===== src/rtl/vend_disp_pkg.sv =====
// Shared display-code definitions for the vending display path: code constants,
// the 16 active-low segment patterns {g,f,e,d,c,b,a}, and a lookup helper.
package vend_disp_pkg;

    typedef logic [3:0] disp_code_t;

    localparam disp_code_t CODE_R     = 4'hA;
    localparam disp_code_t CODE_DASH  = 4'hB;
    localparam disp_code_t CODE_O     = 4'hC;
    localparam disp_code_t CODE_D     = 4'hD;
    localparam disp_code_t CODE_E     = 4'hE;
    localparam disp_code_t CODE_BLANK = 4'hF;

    localparam logic [6:0] SEG_PATTERNS [16] = '{
        7'h40, 7'h79, 7'h24, 7'h30,   // 0 1 2 3
        7'h19, 7'h12, 7'h02, 7'h78,   // 4 5 6 7
        7'h00, 7'h10, 7'h2F, 7'h3F,   // 8 9 r -
        7'h23, 7'h21, 7'h06, 7'h7F    // o d E blank
    };

    function automatic logic [6:0] seg_pattern(input disp_code_t code);
        return SEG_PATTERNS[code];
    endfunction

endpackage


===== src/rtl/seg7_decode.sv =====
// Combinational display-code to active-low seven-segment decoder.
module seg7_decode
    import vend_disp_pkg::*;
(
    input  disp_code_t   code,
    output logic [6:0]   seg_n
);

    always_comb begin
        seg_n = seg_pattern(code);
    end

endmodule


===== src/rtl/seven_seg_scanner.sv =====
// Four-digit common-anode scanner: per-frame snapshot, leading-zero blanking,
// 8-level PWM per digit slot, registered pin outputs.
module seven_seg_scanner
    import vend_disp_pkg::*;
#(
    parameter int unsigned REFRESH_DIV = 50000
) (
    input  logic       clk,
    input  logic       rst_n,
    input  logic       enable,
    input  logic       lz_suppress,
    input  logic [2:0] brightness,
    input  logic [3:0] digit3,
    input  logic [3:0] digit2,
    input  logic [3:0] digit1,
    input  logic [3:0] digit0,
    output logic [6:0] seg_n,
    output logic [3:0] an_n,
    output logic       frame_start
);

    localparam int unsigned CW      = $clog2(REFRESH_DIV);
    localparam int unsigned SUB_LEN = REFRESH_DIV / 8;

    logic [CW-1:0] div_cnt;
    logic [1:0]    idx;
    disp_code_t    snap3, snap2, snap1, snap0;
    logic [2:0]    snap_bright;

    logic          slot_last;
    logic          frame_now;
    disp_code_t    sel_code;
    logic          sel_blank;
    logic          blank3;
    logic          blank2;
    logic [CW-1:0] sub;
    logic          lit;
    logic [6:0]    dec_seg;
    logic [6:0]    seg_next;
    logic [3:0]    an_next;

    // Disabled scanner parks at (div_cnt=0, idx=3), so every enabled cycle in
    // that state is by definition a frame start, including after reset/enable.
    always_comb begin
        slot_last = (div_cnt == CW'(REFRESH_DIV - 1));
        frame_now = enable && (div_cnt == '0) && (idx == 2'd3);
    end

    always_ff @(posedge clk or negedge rst_n) begin
        if (!rst_n) begin
            div_cnt <= '0;
            idx     <= 2'd3;
        end else if (!enable) begin
            div_cnt <= '0;
            idx     <= 2'd3;
        end else if (slot_last) begin
            div_cnt <= '0;
            idx     <= idx - 2'd1;
        end else begin
            div_cnt <= div_cnt + 1'b1;
        end
    end

    always_ff @(posedge clk or negedge rst_n) begin
        if (!rst_n) begin
            snap3       <= CODE_BLANK;
            snap2       <= CODE_BLANK;
            snap1       <= CODE_BLANK;
            snap0       <= CODE_BLANK;
            snap_bright <= 3'd7;
        end else if (frame_now) begin
            snap3       <= digit3;
            snap2       <= digit2;
            snap1       <= digit1;
            snap0       <= digit0;
            snap_bright <= brightness;
        end
    end

    always_comb begin
        blank3 = lz_suppress && (snap3 == 4'h0);
        blank2 = blank3 && (snap2 == 4'h0);
        sel_code  = snap0;
        sel_blank = 1'b0;
        case (idx)
            2'd3: begin sel_code = snap3; sel_blank = blank3; end
            2'd2: begin sel_code = snap2; sel_blank = blank2; end
            2'd1: sel_code = snap1;
            default: sel_code = snap0;
        endcase
    end

    seg7_decode u_decode (
        .code  (sel_code),
        .seg_n (dec_seg)
    );

    always_comb begin
        sub = div_cnt / CW'(SUB_LEN);
        lit = (div_cnt != '0) && (sub <= CW'(snap_bright));
        an_next  = 4'hF;
        seg_next = 7'h7F;
        if (enable) begin
            seg_next = sel_blank ? 7'h7F : dec_seg;
            if (lit) begin
                an_next = ~(4'b0001 << idx);
            end
        end
    end

    always_ff @(posedge clk or negedge rst_n) begin
        if (!rst_n) begin
            seg_n       <= 7'h7F;
            an_n        <= 4'hF;
            frame_start <= 1'b0;
        end else begin
            seg_n       <= seg_next;
            an_n        <= an_next;
            frame_start <= frame_now;
        end
    end

endmodule


===== config.mk =====
export PLATFORM = sky130hd
export DESIGN_NAME = seven_seg_scanner
export DESIGN_NICKNAME = d
export VERILOG_FILES = /design/src/rtl/vend_disp_pkg.sv /design/src/rtl/seg7_decode.sv /design/src/rtl/seven_seg_scanner.sv
export SDC_FILE = /design/constraint.sdc
export NUM_CORES = 1
export LEC_CHECK = 0
export ABC_AREA = 1
export BUFFER_PORTS_ARGS = -buffer_cell sky130_fd_sc_hd__buf_2
export CAP_MARGIN = 20
export CORE_UTILIZATION = 55
export DETAILED_ROUTE_END_ITERATION = 12
export HOLD_SLACK_MARGIN = 0.1
export PLACE_DENSITY_LB_ADDON = 0.15
export SKIP_CTS_REPAIR_TIMING = 1
export SYNTH_ARGS = -nofsm -noshare
export SYNTH_HDL_FRONTEND = slang
export SYNTH_HIERARCHICAL = 1
export SYNTH_SLANG_ARGS = --single-unit

===== constraint.sdc =====
create_clock -name clk -period 6.4 [get_ports clk]
set_clock_uncertainty 0.2 [all_clocks]
set_input_delay 0.32 -clock clk [delete_from_list [all_inputs] [get_ports clk]]
set_output_delay 0.32 -clock clk [all_outputs]
set_load 0.01 [all_outputs]

=== After elaboration in Yosys (flattened, before gate mapping) ===
Memories as Yosys holds them, arrays and structs flattened.
Cells that the tools add are included.

* Bitwise gates (word level): 2
* $lt $le $gt $ge: 2
* Multiplexer cells: 12
* Reduce and logical (&&, ||, !) cells: 9
* Div/mod/pow operators: 1
* Shift-type cells: 1
* Equality and inequality tests: 5
* Add/sub/neg operators: 2

{| class="wikitable"
|+ Operator list
! operator !! count
|-
| 16-bit 2-to-1 mux || 2
|-
| 7-bit 2-to-1 mux || 4
|-
| 16-bit by 1-bit adder with 16-bit output, second input constant || 1
|-
| 16-bit by 13-bit divider with 16-bit output, second input constant || 1
|-
| 16-bit equality test, second input constant || 1
|-
| 16-bit by 3-bit less-or-equal comparator with 1-bit output || 1
|-
| 16-bit logical NOT || 1
|-
| 16-bit nonzero test || 1
|-
| 4-bit case mux with 3 select lines || 1
|-
| 4-bit logical NOT || 2
|-
| 4-bit 2-to-1 mux || 2
|-
| 5-bit greater-or-equal comparator, second input constant || 1
|-
| 1-bit logical AND || 5
|-
| 4-bit inverter with 5-bit output || 1
|-
| 2-bit equality test, second input constant || 2
|-
| 2-bit 2-to-1 mux || 2
|-
| 4-bit inverter || 1
|-
| 1-bit by 2-bit left shift with 4-bit output, first input constant || 1
|-
| 2-bit by 1-bit equality test with 1-bit output, second input constant || 1
|-
| 2-bit by 1-bit != test with 1-bit output, second input constant || 1
|-
| 1-bit case mux with 2 select lines || 1
|-
| 2-bit by 1-bit subtractor with 2-bit output, second input constant || 1
|}

* Logic and storage cells: 45
* Memories: 1
* Memory bits (read-only): 112
* Register bits: 49

{| class="wikitable"
|+ Memory list
! memory !! words !! width !! read ports !! clocked after Yosys merged registers in !! wr ports !! RTL line !! text
|-
| (no name shown) || 16 || 7 || 1 || 0 || 0 || vend_disp_pkg.sv:22 || <nowiki>return SEG_PATTERNS[code];</nowiki>
|}

=== Depth between registers and ports, before layout ===
Gate-level depths: netlist of the first run.

* Word-level depth: 8
* Gate-level depth with buffers: 39
* Gate-level depth less buffers: 37

=== Modules after synthesis ===
The synthesis of the first run kept the hierarchy.

{| class="wikitable"
|+ By module, submodules not included
! module !! area each (um^2) !! cells each !! times used !! seq. area each (um^2)
|-
| seven_seg_scanner || 3791.1 || 562 || 1 || 1266.2
|-
| seg7_decode || 267.8 || 44 || 1 || 0.0
|}

=== Least setup slack after synthesis of the first run ===
OpenSTA, ideal clock, no wires.

* Path type: register to register
* From: register div_cnt[7]
* To: register an_n[0]
* Arrival: 4.055 ns
* Data required time: 6.091 ns
* Cell stages (with the launch flop): 37
* Slack: 2.035 ns
* Buffers on the path: 3
* Cell sequence: dfrtp_1 -> inv_2 -> nand2_1 -> nor2_1 -> nand2_1 -> nand2_4 -> nand3_4 -> buf_6 -> nand2_1 -> inv_2 -> nor2_4 -> nand3_2 -> nand3_2 -> nand2_2 -> clkinv_4 -> nand3_2 -> buf_6 -> nand2_2 -> nand2_2 -> nor2_4 -> nand2_2 -> a21oi_4 -> nand2_4 -> buf_6 -> nand2_1 -> nand2_1 -> o21ai_2 -> inv_2 -> nor2_1 -> nand2_1 -> a21oi_2 -> ha_1 -> nor2_1 -> o21ai_0 -> a32oi_1 -> a2111oi_0 -> nand2_1

* Cells in the longest elaborated chain, start to end: 5
* Elaborated cells between the ends (all ways): 6
* Those cells by class: div (1); order compare (1); mux (2); reduce/logical (2)

{| class="wikitable"
|+ RTL lines
! element !! RTL line !! text
|-
| from (decl) || seven_seg_scanner.sv:25 || <nowiki>logic [CW-1:0] div_cnt;</nowiki>
|-
| from (signal assigned) || seven_seg_scanner.sv:60 || <nowiki>div_cnt <= div_cnt + 1'b1;</nowiki>
|-
| 16-bit by 13-bit divider with 16-bit output || seven_seg_scanner.sv:99 || <nowiki>sub = div_cnt / CW'(SUB_LEN);</nowiki>
|-
| 16-bit by 3-bit less-or-equal comparator with 1-bit output || seven_seg_scanner.sv:100 || <nowiki>lit = (div_cnt != '0) && (sub <= CW'(snap_bright));</nowiki>
|-
| 1-bit logical AND * || seven_seg_scanner.sv:100 ||
|-
| 4-bit 2-to-1 mux * || seven_seg_scanner.sv:105 || <nowiki>if (lit) begin</nowiki>
|-
| 4-bit 2-to-1 mux * || seven_seg_scanner.sv:103 || <nowiki>if (enable) begin</nowiki>
|-
| via an_next[0] || seven_seg_scanner.sv:40 || <nowiki>logic [3:0] an_next;</nowiki>
|-
| to (signal assigned) || seven_seg_scanner.sv:118 || <nowiki>an_n <= an_next;</nowiki>
|-
| to (decl) || seven_seg_scanner.sv:18 || <nowiki>output logic [3:0] an_n,</nowiki>
|}

Mark *: on every way through the listed nets, which the timed path passes. The rest lies on a longest branch.
A chain may end at the register's enable or synchronous reset.

=== Final worst setup path of the first run ===
* From: register div_cnt[5]
* To: register an_n[1]

Same word-level chain as after synthesis.

==> flow_summary_export.csv, run 1 <==
group,metric,value,unit
status,status,"complete, no violations",
timing,post-route-period-util,0.837,
timing,hold_violations,0,
critical_path,cp_max_fo,20,
finish,antenna_cells,0,
cts,clockBufferDepth,2,
die,placementRows,30,
global_routing,grt_overflow,0,
die,fp.dieH,87.9,um
yosys,ys_async_sr_fraction,1.00,
die,initial_core_util,0.585,
pwr,comb_power_share,0.238,
timing,fin_crit,5.36,ns
critical_path,cp-start-kind,"register",
route,wl,9440,um
job,cap_viol_max_count,0,
global_routing,grt_antenna_before_repair,0,
global_routing,grt_max_degree,50,
yosys,ys.warnings.count,6,
finish,drive_gt1_frac,0.207,
global_routing,grt_pass1_vias,3553,
timing,layout_setup_ws,1.04,ns
pwr,seqPwrFrac,0.505,
timing,rsz0062_at_grt,"false",
global_routing,globalRoute.busiestLayer,"met2",
yosys,syn-num-nets,646,
finish,area_growth,12.4,%
yosys,syn_area,4060,um^2
route,drc,0,
route,viasPerCell,5.21,
die,core-area,6940,um^2
yosys,synthDistinctLibCells,45,
timing,finalSetupViolations,0,
die,die_w,87.9,um
pwr,net-switching-power,252,uW
cts,cts_tree,"yes",
placement,post-dp-hpwl,7120,um
global_routing,met1_usage,0.355,
pwr,swShare,0.322,
pwr,power.density,172,nW/um^2
cts,numClockSinks,49,
yosys,yosys-top-cells-count,"nand2_1 (211), inv_1 (70), nor2_1 (50), nand3_1 (41), dfstp_2 (32)",
timing,maxSlewViolCount,0,
yosys,synth_edf_count,0,
global_routing,gr-usage-met2,0.426,
timing,tns,0,ns
worst_hold_path,hp-class,"input port to register",
yosys,ys.flop_type,"dfstp_2",
yosys,synth_seq_cells,49,
pwr,clkPwrFrac,0.256,
yosys,synth.top_cell.area_share,0.207,
placement,globalplace.congestion,0.903,
cts,worst_skew_pair.late_latency,0.31,ns
critical_path,arrival,5.36,ns
critical_path,worstSetupPathType,"register to register",
yosys,synth_area_per_cell,6.70,um^2
cts,h-tree-depth,2,
route,drtPass1Iterations,4,
die,ioPinCount,35,
route,drt-initial-drc-count,191,
yosys,yosysTopAreaCell,"dfstp_2",
route,num_vias,3915,
critical_path,slowest_stage,"a2111oi_0",
die,die-area,7730,um^2
global_routing,track_usage,0.258,
placement,dp_slack,1.05,ns
critical_path,critPathMostFrequentCell,"nand2_1",
critical_path,max_stage_delay,0.76,ns
critical_path,end_kind,"register",
yosys,synth.area.top_cells,"dfstp_2 (21%), nand2_1 (20%), dfrtp_1 (10%), inv_1 (6.5%), ha_1 (5.2%)",
cts,clkTransAtPathRegs,0.10,ns
yosys,seq_area_frac_synth,0.312,
global_routing,grt_pass1_wl,15800,um
timing,fmax,187,MHz
cts,root_buffer,"clkbuf_8",
route,ant_nets,0,
timing,maxSlewHeadroom,0.347,
cts,cts_buffers,5,
route,wl_per_cell,12.6,um
placement,io_buffer_count,34,
timing,max_slew.worst_pin.slew,0.955,ns
pwr,ir_drop,129,uV
yosys,yosysMostFrequentCell,"nand2_1",
pwr,p_leak,2.41,nW
global_routing,grt_use_met3,0.0368,
yosys,syn_inst,606,
pwr,p_int,532,uW
critical_path,crit_required,6.41,ns
finish,fin_nets,695,
## state kept, by name, indices dropped and copies added, names as in the netlist
signal,count
div_cnt,16
seg_n,7
an_n,4
snap0,4
snap1,4
snap2,4
snap3,4
snap_bright,3
idx,2
frame_start,1
## critical path: cells and delay by family, from the launching register on
| family | cells | cell delay (ns) |
|---|---|---|
| AOI/OAI and AO/OA | 7 | 1.97 |
| DFF | 1 | 0.51 |
| adders and majority gates | 1 | 0.15 |
| and+or+nand+nor | 20 | 2.26 |
| buffers and inverters | 2 | 0.15 |
## power groups by stage
| stage | Sequential, mW | Combinational [mW] | Clock, mW |
|---|---|---|---|
| 3_5_place_dp | 0.401 | 0.177 | 0 |
| 3_3_place_gp | 0.401 | 0.171 | 0 |
| 5_1_grt | 0.402 | 0.216 | 0.218 |
| 2_1_floorplan | 0.404 | 0.120 | 0 |
| 4_1_cts | 0.396 | 0.177 | 0.205 |
| 6_report | 0.396 | 0.187 | 0.201 |
## routing by layer
metal	vias to the layer above	routed length, um
li1	2027	-
met1	1798	4610
met2	78	4400
met3	12	266
met4	0	165
met5	-	0
## cells by family after synthesis
| logic type | synth area share |
|---|---|
| XOR/XNOR | 0.0151 |
| AND/OR/NAND/NOR | 0.422 |
| AO/OA/AOI/OAI | 0.0940 |
| flip-flops | 0.312 |
| buffers and inverters | 0.105 |
| adder cells (fa/ha/maj) | 0.0524 |
## path summary, 6_finish.rpt
kind	from	endpoint	slack [ns]	cells past startpoint
min in group asynchronous	rst_n	div_cnt[0]$_DFF_PN0_	0.42	3
worst max register to register	div_cnt[5]$_DFF_PN0_	an_n[1]$_DFF_PN1_	1.04	30
worst min-delay path	enable	div_cnt[4]$_DFF_PN0_	0.11	3
worst max-delay path	div_cnt[5]$_DFF_PN0_	an_n[1]$_DFF_PN1_	1.04	30
max in group asynchronous	rst_n	div_cnt[11]$_DFF_PN0_	5.17	3
worst min register to register	div_cnt[0]$_DFF_PN0_	div_cnt[0]$_DFF_PN0_	0.27	1
## layout by cell type, fill, tap and decap left out, types with 3 or more instances in the layout
cell	netlist	final
nand2_1	211	211
inv_1	70	70
nor2_1	50	50
nand3_1	41	41
buf_2	2	34
dfstp_2	32	32
nand4_1	22	22
dlygate4sd3_1	0	20
o21ai_0	17	17
ha_1	17	17
dfrtp_1	17	17
nand2_2	16	16
inv_2	11	11
nor3_1	11	11
a21oi_1	10	10
xor2_1	7	7
nor2_2	6	6
o21ai_2	6	6
nand3_2	6	6
nand2_4	5	5
o21ai_1	5	5
clkbuf_8	0	5
nor4_1	4	4
a211oi_1	3	3
## per-stage QoR
stage	area [um^2]	std cells	util	hold WS, ns	total power, mW
finish	4560	752	0.657	0.110	0.784
CTS	4360	732	0.628	-0.0994	0.777
detailed placement	4260	724	0.614	0.254	0.578
global route	4560	752	0.657	0.114	0.835
global placement	4260	724	0.614	0.242	0.572
floorplan	4060	606	-	-0.176	0.524
## layout make-up
type | count | area, um^2
Multi-Input combinational cell | 459 | 2370
Clock inverter | 3 | 28.8
Sequential cell | 49 | 1270
Timing Repair Buffer | 56 | 385
Tap cell | 96 | 120
Inverter | 84 | 325
Fill cell | 635 | 2380
Clock buffer | 5 | 68.8
(Power assumes the default switching activity.)
==> run 2: changes to the inputs <==
--- a/config.mk
+++ b/config.mk
@@ -5,7 +5,7 @@
 export SDC_FILE = /design/constraint.sdc
 export NUM_CORES = 1
 export LEC_CHECK = 0
-export ABC_AREA = 1
+export ABC_AREA = 0
 export BUFFER_PORTS_ARGS = -buffer_cell sky130_fd_sc_hd__buf_2
 export CAP_MARGIN = 20
 export CORE_UTILIZATION = 55
==> constraint.sdc (replaced) <==
create_clock -name clk -period 4.7 [get_ports clk]
set_clock_uncertainty 0.2 [all_clocks]
set_input_delay 0.235 -clock clk [delete_from_list [all_inputs] [get_ports clk]]
set_output_delay 0.235 -clock clk [all_outputs]
set_load 0.01 [all_outputs]
==> run 2 against run 1 <==
- non-clock buffer count is 58 higher
- largest power group unchanged
- synthesized cell count is 28% lower
- the flow now finishes with violations (negative setup slack)
- final cell count is 16% lower
- combinational power is 48% higher
==> flow_summary_export.csv, run 2 <==
group,metric,value,unit
status,status,"finished, violations left",
status,violations,"negative setup slack",
global_routing,grt_max_degree,50,
critical_path,worstSetupPathType,"register to register",
yosys,synthDistinctLibCells,78,
placement,globalplace.congestion,0.949,
cts,numClockSinks,49,
timing,rsz0062_at_grt,"true",
yosys,synth_edf_count,0,
yosys,yosys-top-cells-count,"nand2_1 (50), nor2_1 (38), dfstp_2 (32), inv_1 (25), o21ai_0 (21)",
pwr,p_leak,2.07,nW
critical_path,crit_start,"div_cnt[13]$_DFF_PN0_",
critical_path,cp-start-kind,"register",
yosys,syn_area,3860,um^2
timing,post-route-period-util,1.02,
critical_path,cp_max_fo,4,
yosys,yosysTopAreaCell,"dfstp_2",
die,die_w,85.8,um
finish,area_growth,26.2,%
pwr,ir_drop,204,uV
global_routing,grt_overflow,0,
route,wl,10200,um
route,drt-initial-drc-count,319,
finish,fillers,501,
critical_path,r2r-start,"div_cnt[13]$_DFF_PN0_",
route,ant_nets,0,
global_routing,grt_antenna_before_repair,0,
timing,fin_crit,4.79,ns
timing,finalSetupViolations,4,
die,die-area,7350,um^2
finish,final_cell_mix,"buf_4 (57), nand2_1 (50), nor2_1 (37)",
critical_path,crit_required,4.76,ns
route,wl_per_cell,16.3,um
global_routing,track_usage,0.271,
pwr,power.density,222,nW/um^2
finish,reg.largest.list,"div_cnt x16, seg_n x7",
route,drtPass1Iterations,5,
cts,cts_buffers,5,
global_routing,grt_pass1_wl,15700,um
finish,antenna_cells,0,
yosys,synth_seq_cells,49,
yosys,syn-num-nets,479,
yosys,synth.top_cell.area_share,0.218,
yosys,ys.flop_type,"dfstp_2",
finish,regMostFlops,"div_cnt",
finish,largest_reg_flops,16,
critical_path,arrival,4.84,ns
cts,cts_tree,"yes",
yosys,yosysMostFrequentCell,"nand2_1",
placement,post-dp-hpwl,7360,um
yosys,ys_async_sr_fraction,1.00,
timing,maxSlewHeadroom,0.332,
die,fp.dieH,85.8,um
finish,final_common_cell,"buf_4",
yosys,synth.area.top_cells,"dfstp_2 (22%), dfrtp_1 (11%), ha_1 (5.5%), nand2_1 (4.9%), mux2_2 (3.8%)",
critical_path,reg2reg_slack,-0.09,ns
timing,maxSlewViolCount,0,
finish,fin_nets,572,
timing,max_slew.worst_pin.slew,0.975,ns
timing,fmax,209,MHz
pwr,finalPower,1.08,mW
placement,place_area,4390,um^2
cts,clockBufferDepth,2,
placement,io_buffer_count,34,
die,core-area,6790,um^2
critical_path,r2r-end,"an_n[2]$_DFF_PN1_",
cts,root_buffer,"clkbuf_8",
die,initial_core_util,0.568,
timing,layout_setup_ws,-0.0869,ns
cts,clkTransAtPathRegs,0.09,ns
job,cap_viol_max_count,0,
cts,worst_skew_pair.late_latency,0.31,ns
timing,hold_violations,0,
route,drc,0,
yosys,syn_inst,439,
die,ioPinCount,35,
route,viasPerCell,5.94,
global_routing,grt_pass1_vias,3259,
finish,design_area,4870,um^2
yosys,seq_area_frac_synth,0.328,
finish,drive_gt1_frac,0.366,
yosys,ys.warnings.count,6,
finish,final_core_util,0.717,
die,placementRows,30,
critical_path,r2r_cells,21,
cts,h-tree-depth,2,
critical_path,end_kind,"register",
worst_hold_path,hp-class,"input port to asynchronous set/reset pin",
route,num_vias,3736,
yosys,synth_area_per_cell,8.79,um^2
## run 2: changes by cell type in the layout (fill, tap and decap cells not counted), moves of 7 or more
cell / change
xnor2_1: +11
nand2_1: -161
nand2_2: -16
buf_4: +55
or2_2: +8
inv_2: -10
nand4_1: -13
inv_1: -45
or3_1: +7
and2_1: +8
nand3_1: -33
mux2_2: +13
nor2_1: -13
## run 2: cell families (layout without fill, tap and decap cells)
kind of cell	after synthesis	after routing	synth area share
multiplexers	23	23	0.0762
flip-flops	49	49	0.328
buffers and inverters	56	150	0.0642
AND/OR/NAND/NOR	170	170	0.226
adder cells (fa/ha/maj)	17	17	0.0551
AO/OA/AOI/OAI	104	104	0.203
XOR/XNOR	20	20	0.0473
## run 2: through the flow
| stage | setup TNS (ns) | setup WS, ns | hold WS, ns | cells |
|---|---|---|---|---|
| after global placement | -0.187 | -0.0491 | 0.240 | 591 |
| after detailed placement | -0.474 | -0.124 | 0.244 | 591 |
| after global routing | -1.02 | -0.262 | 0.274 | 629 |
| final | -0.316 | -0.0869 | 0.222 | 629 |
| after floorplan | 0 | 0.0517 | -0.261 | 439 |
| after CTS | -0.618 | -0.157 | -0.0765 | 599 |
## run 2: where the power goes
part	total [mW]	switching, mW	internal, mW
logic	0.277	0.139	0.138
registers	0.550	0.0311	0.519
clock network	0.254	0.148	0.106
total	1.08	0.318	0.763
## run 2: how the worst max path moves through the flow
stage	slack, ns	end	cells past startpoint
finish	-0.09	an_n[2]$_DFF_PN1_	21
global route	-0.26	an_n[0]$_DFF_PN1_	21
CTS	-0.16	an_n[0]$_DFF_PN1_	23
detailed placement	-0.12	an_n[0]$_DFF_PN1_	21
global placement	-0.05	an_n[3]$_DFF_PN1_	21
floorplan	0.05	an_n[0]$_DFF_PN1_	22
## run 2: worst max-delay path, stage by stage, from the launching register on
cell and delay [ns]:
dfrtp_1 0.39, or4_4 0.57, a31oi_4 0.22, nor2_4 0.07
mux2_4 0.33, o211ai_4 0.19, and2_4 0.19, nor3_1 0.05
o311a_2 0.45, o31ai_4 0.30, nand3_4 0.12, inv_4 0.08
mux2_4 0.29, o2111a_1 0.25, a211o_1 0.27, ha_1 0.18
inv_1 0.06, a21o_1 0.12, a21oi_2 0.06, a31oi_2 0.19
nor3_2 0.08, nand2_1 0.07
## run 2: area by class of cell
type | instances | area, um^2 | area share
clock inverter | 2 | 13.8 | 0.00283
sequential | 49 | 1270 | 0.260
inverter | 28 | 110 | 0.0226
tap | 96 | 120 | 0.0247
multi-input combinational | 334 | 2450 | 0.502
timing repair buffer | 114 | 840 | 0.172
clock buffer | 6 | 72.6 | 0.0149
## run 2: metal layers
metal / share of wire / track usage / routed length, um / up-vias
met5: 0 / 0 / 0 / -
met4: 0.017 / 0.0530 / 175 / 0
met3: 0.063 / 0.0423 / 647 / 21
met2: 0.46 / 0.411 / 4740 / 154
met1: 0.46 / 0.411 / 4690 / 1786
li1: - / - / - / 1775
==> run 3: changes to the inputs <==
--- a/config.mk
+++ b/config.mk
@@ -10,6 +10,7 @@
 export CAP_MARGIN = 20
 export CORE_UTILIZATION = 55
 export DETAILED_ROUTE_END_ITERATION = 12
+export GPL_TIMING_DRIVEN = 0
 export HOLD_SLACK_MARGIN = 0.1
 export PLACE_DENSITY_LB_ADDON = 0.15
 export SKIP_CTS_REPAIR_TIMING = 1
==> run 3 against run 2 <==
- the flow still finishes with violations (negative setup slack)
- combinational power increased by 4%
- hold slack better by 0.086 ns
- highest routed layer unchanged
- critical path type unchanged
- count of clock-buffer cells in the layout is 2 higher
==> flow_summary_export.csv, run 3 (synthesis results as in run 2) <==
group,metric,value,unit
timing,max_slew.worst_pin.slew,0.700,ns
finish,antenna_cells,0,
worst_hold_path,min_to,"snap0[0]$_DFFE_PN1P_",
critical_path,r2r_cells,22,
die,fp.dieH,85.8,um
route,viasPerCell,5.99,
cts,numClockSinks,49,
critical_path,r2r-start,"div_cnt[10]$_DFF_PN0_",
cts,worst_skew_pair.late_latency,0.30,ns
global_routing,grt_antenna_before_repair,0,
die,ioPinCount,35,
critical_path,r2r-end,"an_n[3]$_DFF_PN1_",
critical_path,crit_family,"compound AO/OA/AOI/OAI gates",
timing,maxSlewViolCount,0,
pwr,p_int,770,uW
placement,dp_cells,569,
finish,final_common_cell,"nand2_1",
route,ant_nets,0,
die,core-area,6790,um^2
critical_path,max_stage_delay,0.62,ns
finish,fin_cells,626,
timing,rsz0062_at_grt,"true",
global_routing,grt_overflow,0,
worst_hold_path,hp-class,"register to register",
die,initial_core_util,0.568,
critical_path,crit_chain,"or4_4 > a31oi_4 > nor2_4 > mux2_4 > o211ai_4 > and2_4 > nor3_4 > o311a_4 > buf_12 > o211ai_4 > nand3_4 > inv_4 > mux2_4 > o2111a_1 > a211o_1 > ha_2 > inv_2 > a21o_1 > a21oi_2 > a31oi_4 > nor3_4 > nand2_1",
global_routing,grt_max_degree,50,
timing,maxSlewHeadroom,0.520,
finish,final_cell_mix,"nand2_1 (49), buf_2 (41), nor2_1 (35)",
critical_path,reg2reg_slack,-0.24,ns
worst_hold_path,min_path_cells,2,
timing,layout_setup_ws,-0.241,ns
pwr,seqPwrFrac,0.513,
pwr,ir_drop,256,uV
pwr,clkPwrFrac,0.219,
route,wl_per_cell,17.0,um
cts,clockBufferDepth,2,
finish,multiInputGateArea,2560,um^2
pwr,p_leak,2.03,nW
global_routing,track_usage,0.281,
global_routing,grt_pass1_wl,16100,um
die,die_w,85.8,um
placement,io_buffer_count,34,
finish,fin_nets,569,
finish,register_area,1270,um^2
timing,holdWs,0.308,ns
critical_path,timing.critical_path.buf_inv,3,
timing,hold_violations,0,
pwr,net-switching-power,303,uW
placement,post-dp-hpwl,7370,um
pwr,swShare,0.282,
finish,largest_reg_flops,16,
die,placementRows,30,
pwr,comb_power_share,0.269,
finish,area_growth,27.4,%
worst_hold_path,hold_path_startpoint,"snap0[0]$_DFFE_PN1P_",
timing,fmax,202,MHz
critical_path,worstSetupPathType,"register to register",
die,die-area,7350,um^2
cts,cts_buffers,5,
route,drt-initial-drc-count,302,
critical_path,crit_required,4.74,ns
global_routing,grt_pass1_vias,3226,
route,drc,0,
placement,globalplace.congestion,0.992,
pwr,power.density,218,nW/um^2
critical_path,path_depth,22,
route,num_vias,3751,
timing,post-route-period-util,1.05,
cts,cts_tree,"yes",
route,wl,10700,um
finish,regMostFlops,"div_cnt",
finish,drive_gt1_frac,0.360,
finish,fillers,505,
job,cap_viol_max_count,0,
route,drtPass1Iterations,5,
critical_path,arrival,4.98,ns
timing,finalSetupViolations,4,
timing,fin_crit,4.94,ns
critical_path,slowest_stage,"or4_4",
finish,reg.largest.list,"div_cnt x16, seg_n x7",
status,status,"finished, violations left",
critical_path,cp_max_fo,5,
status,violations,"negative setup slack",
pwr,finalPower,1.07,mW
cts,h-tree-depth,2,
critical_path,cp-start-kind,"register",
critical_path,end_kind,"register",
cts,clkTransAtPathRegs,0.08,ns
cts,root_buffer,"clkbuf_8",
timing,tns,-0.921,ns
run 3: metrics by stage:
| stage | utilization | worst slack, ns | area [um^2] |
|---|---|---|---|
| after floorplan | - | 0.0517 | 3870 |
| after global placement | 0.612 | -0.697 | 4160 |
| after detailed placement | 0.612 | -0.687 | 4160 |
| after CTS | 0.624 | -0.729 | 4240 |
| after global routing | 0.723 | -0.389 | 4910 |
| final | 0.723 | -0.241 | 4910 |
run 3: layer usage:
metal | part of all wire | wire [um] | track usage | up-vias
met4 | 0.015 | 163 | 0.0939 | 0
met1 | 0.46 | 4860 | 0.410 | 1808
li1 | - | - | - | 1763
met2 | 0.46 | 4900 | 0.428 | 168
met3 | 0.069 | 735 | 0.0404 | 12
met5 | 0 | 0 | 0 | -
run 3: how the worst max path moves through the flow:
| stage | startpoint | end | slack [ns] |
|---|---|---|---|
| finish | div_cnt[10]$_DFF_PN0_ | an_n[3]$_DFF_PN1_ | -0.24 |
| global placement | div_cnt[12]$_DFF_PN0_ | an_n[3]$_DFF_PN1_ | -0.70 |
| global route | div_cnt[14]$_DFF_PN0_ | an_n[0]$_DFF_PN1_ | -0.39 |
| floorplan | div_cnt[12]$_DFF_PN0_ | an_n[0]$_DFF_PN1_ | 0.05 |
| detailed placement | div_cnt[12]$_DFF_PN0_ | an_n[0]$_DFF_PN1_ | -0.69 |
| CTS | div_cnt[12]$_DFF_PN0_ | an_n[0]$_DFF_PN1_ | -0.73 |
run 3: layout make-up:
type	instances	area share
Clock buffer	8	0.0163
Inverter	28	0.0224
Buffer	26	0.0275
Multi-Input combinational cell	334	0.521
Sequential cell	49	0.258
Timing Repair Buffer	85	0.130
Tap cell	96	0.0244
run 3: power groups by stage:
stage          logic (mW)  registers, mW  clock network (mW)
2_1_floorplan       0.174          0.557                   0
3_3_place_gp        0.245          0.553                   0
3_5_place_dp        0.255          0.555                   0
4_1_cts             0.257          0.548               0.240
5_1_grt             0.317          0.556               0.254
6_report            0.288          0.550               0.235
run 3: tightest hold or removal path, cell delays in order, from the launching register on:
cell and delay (ns):
dfstp_2 0.37, inv_1 0.06, o21ai_0 0.08
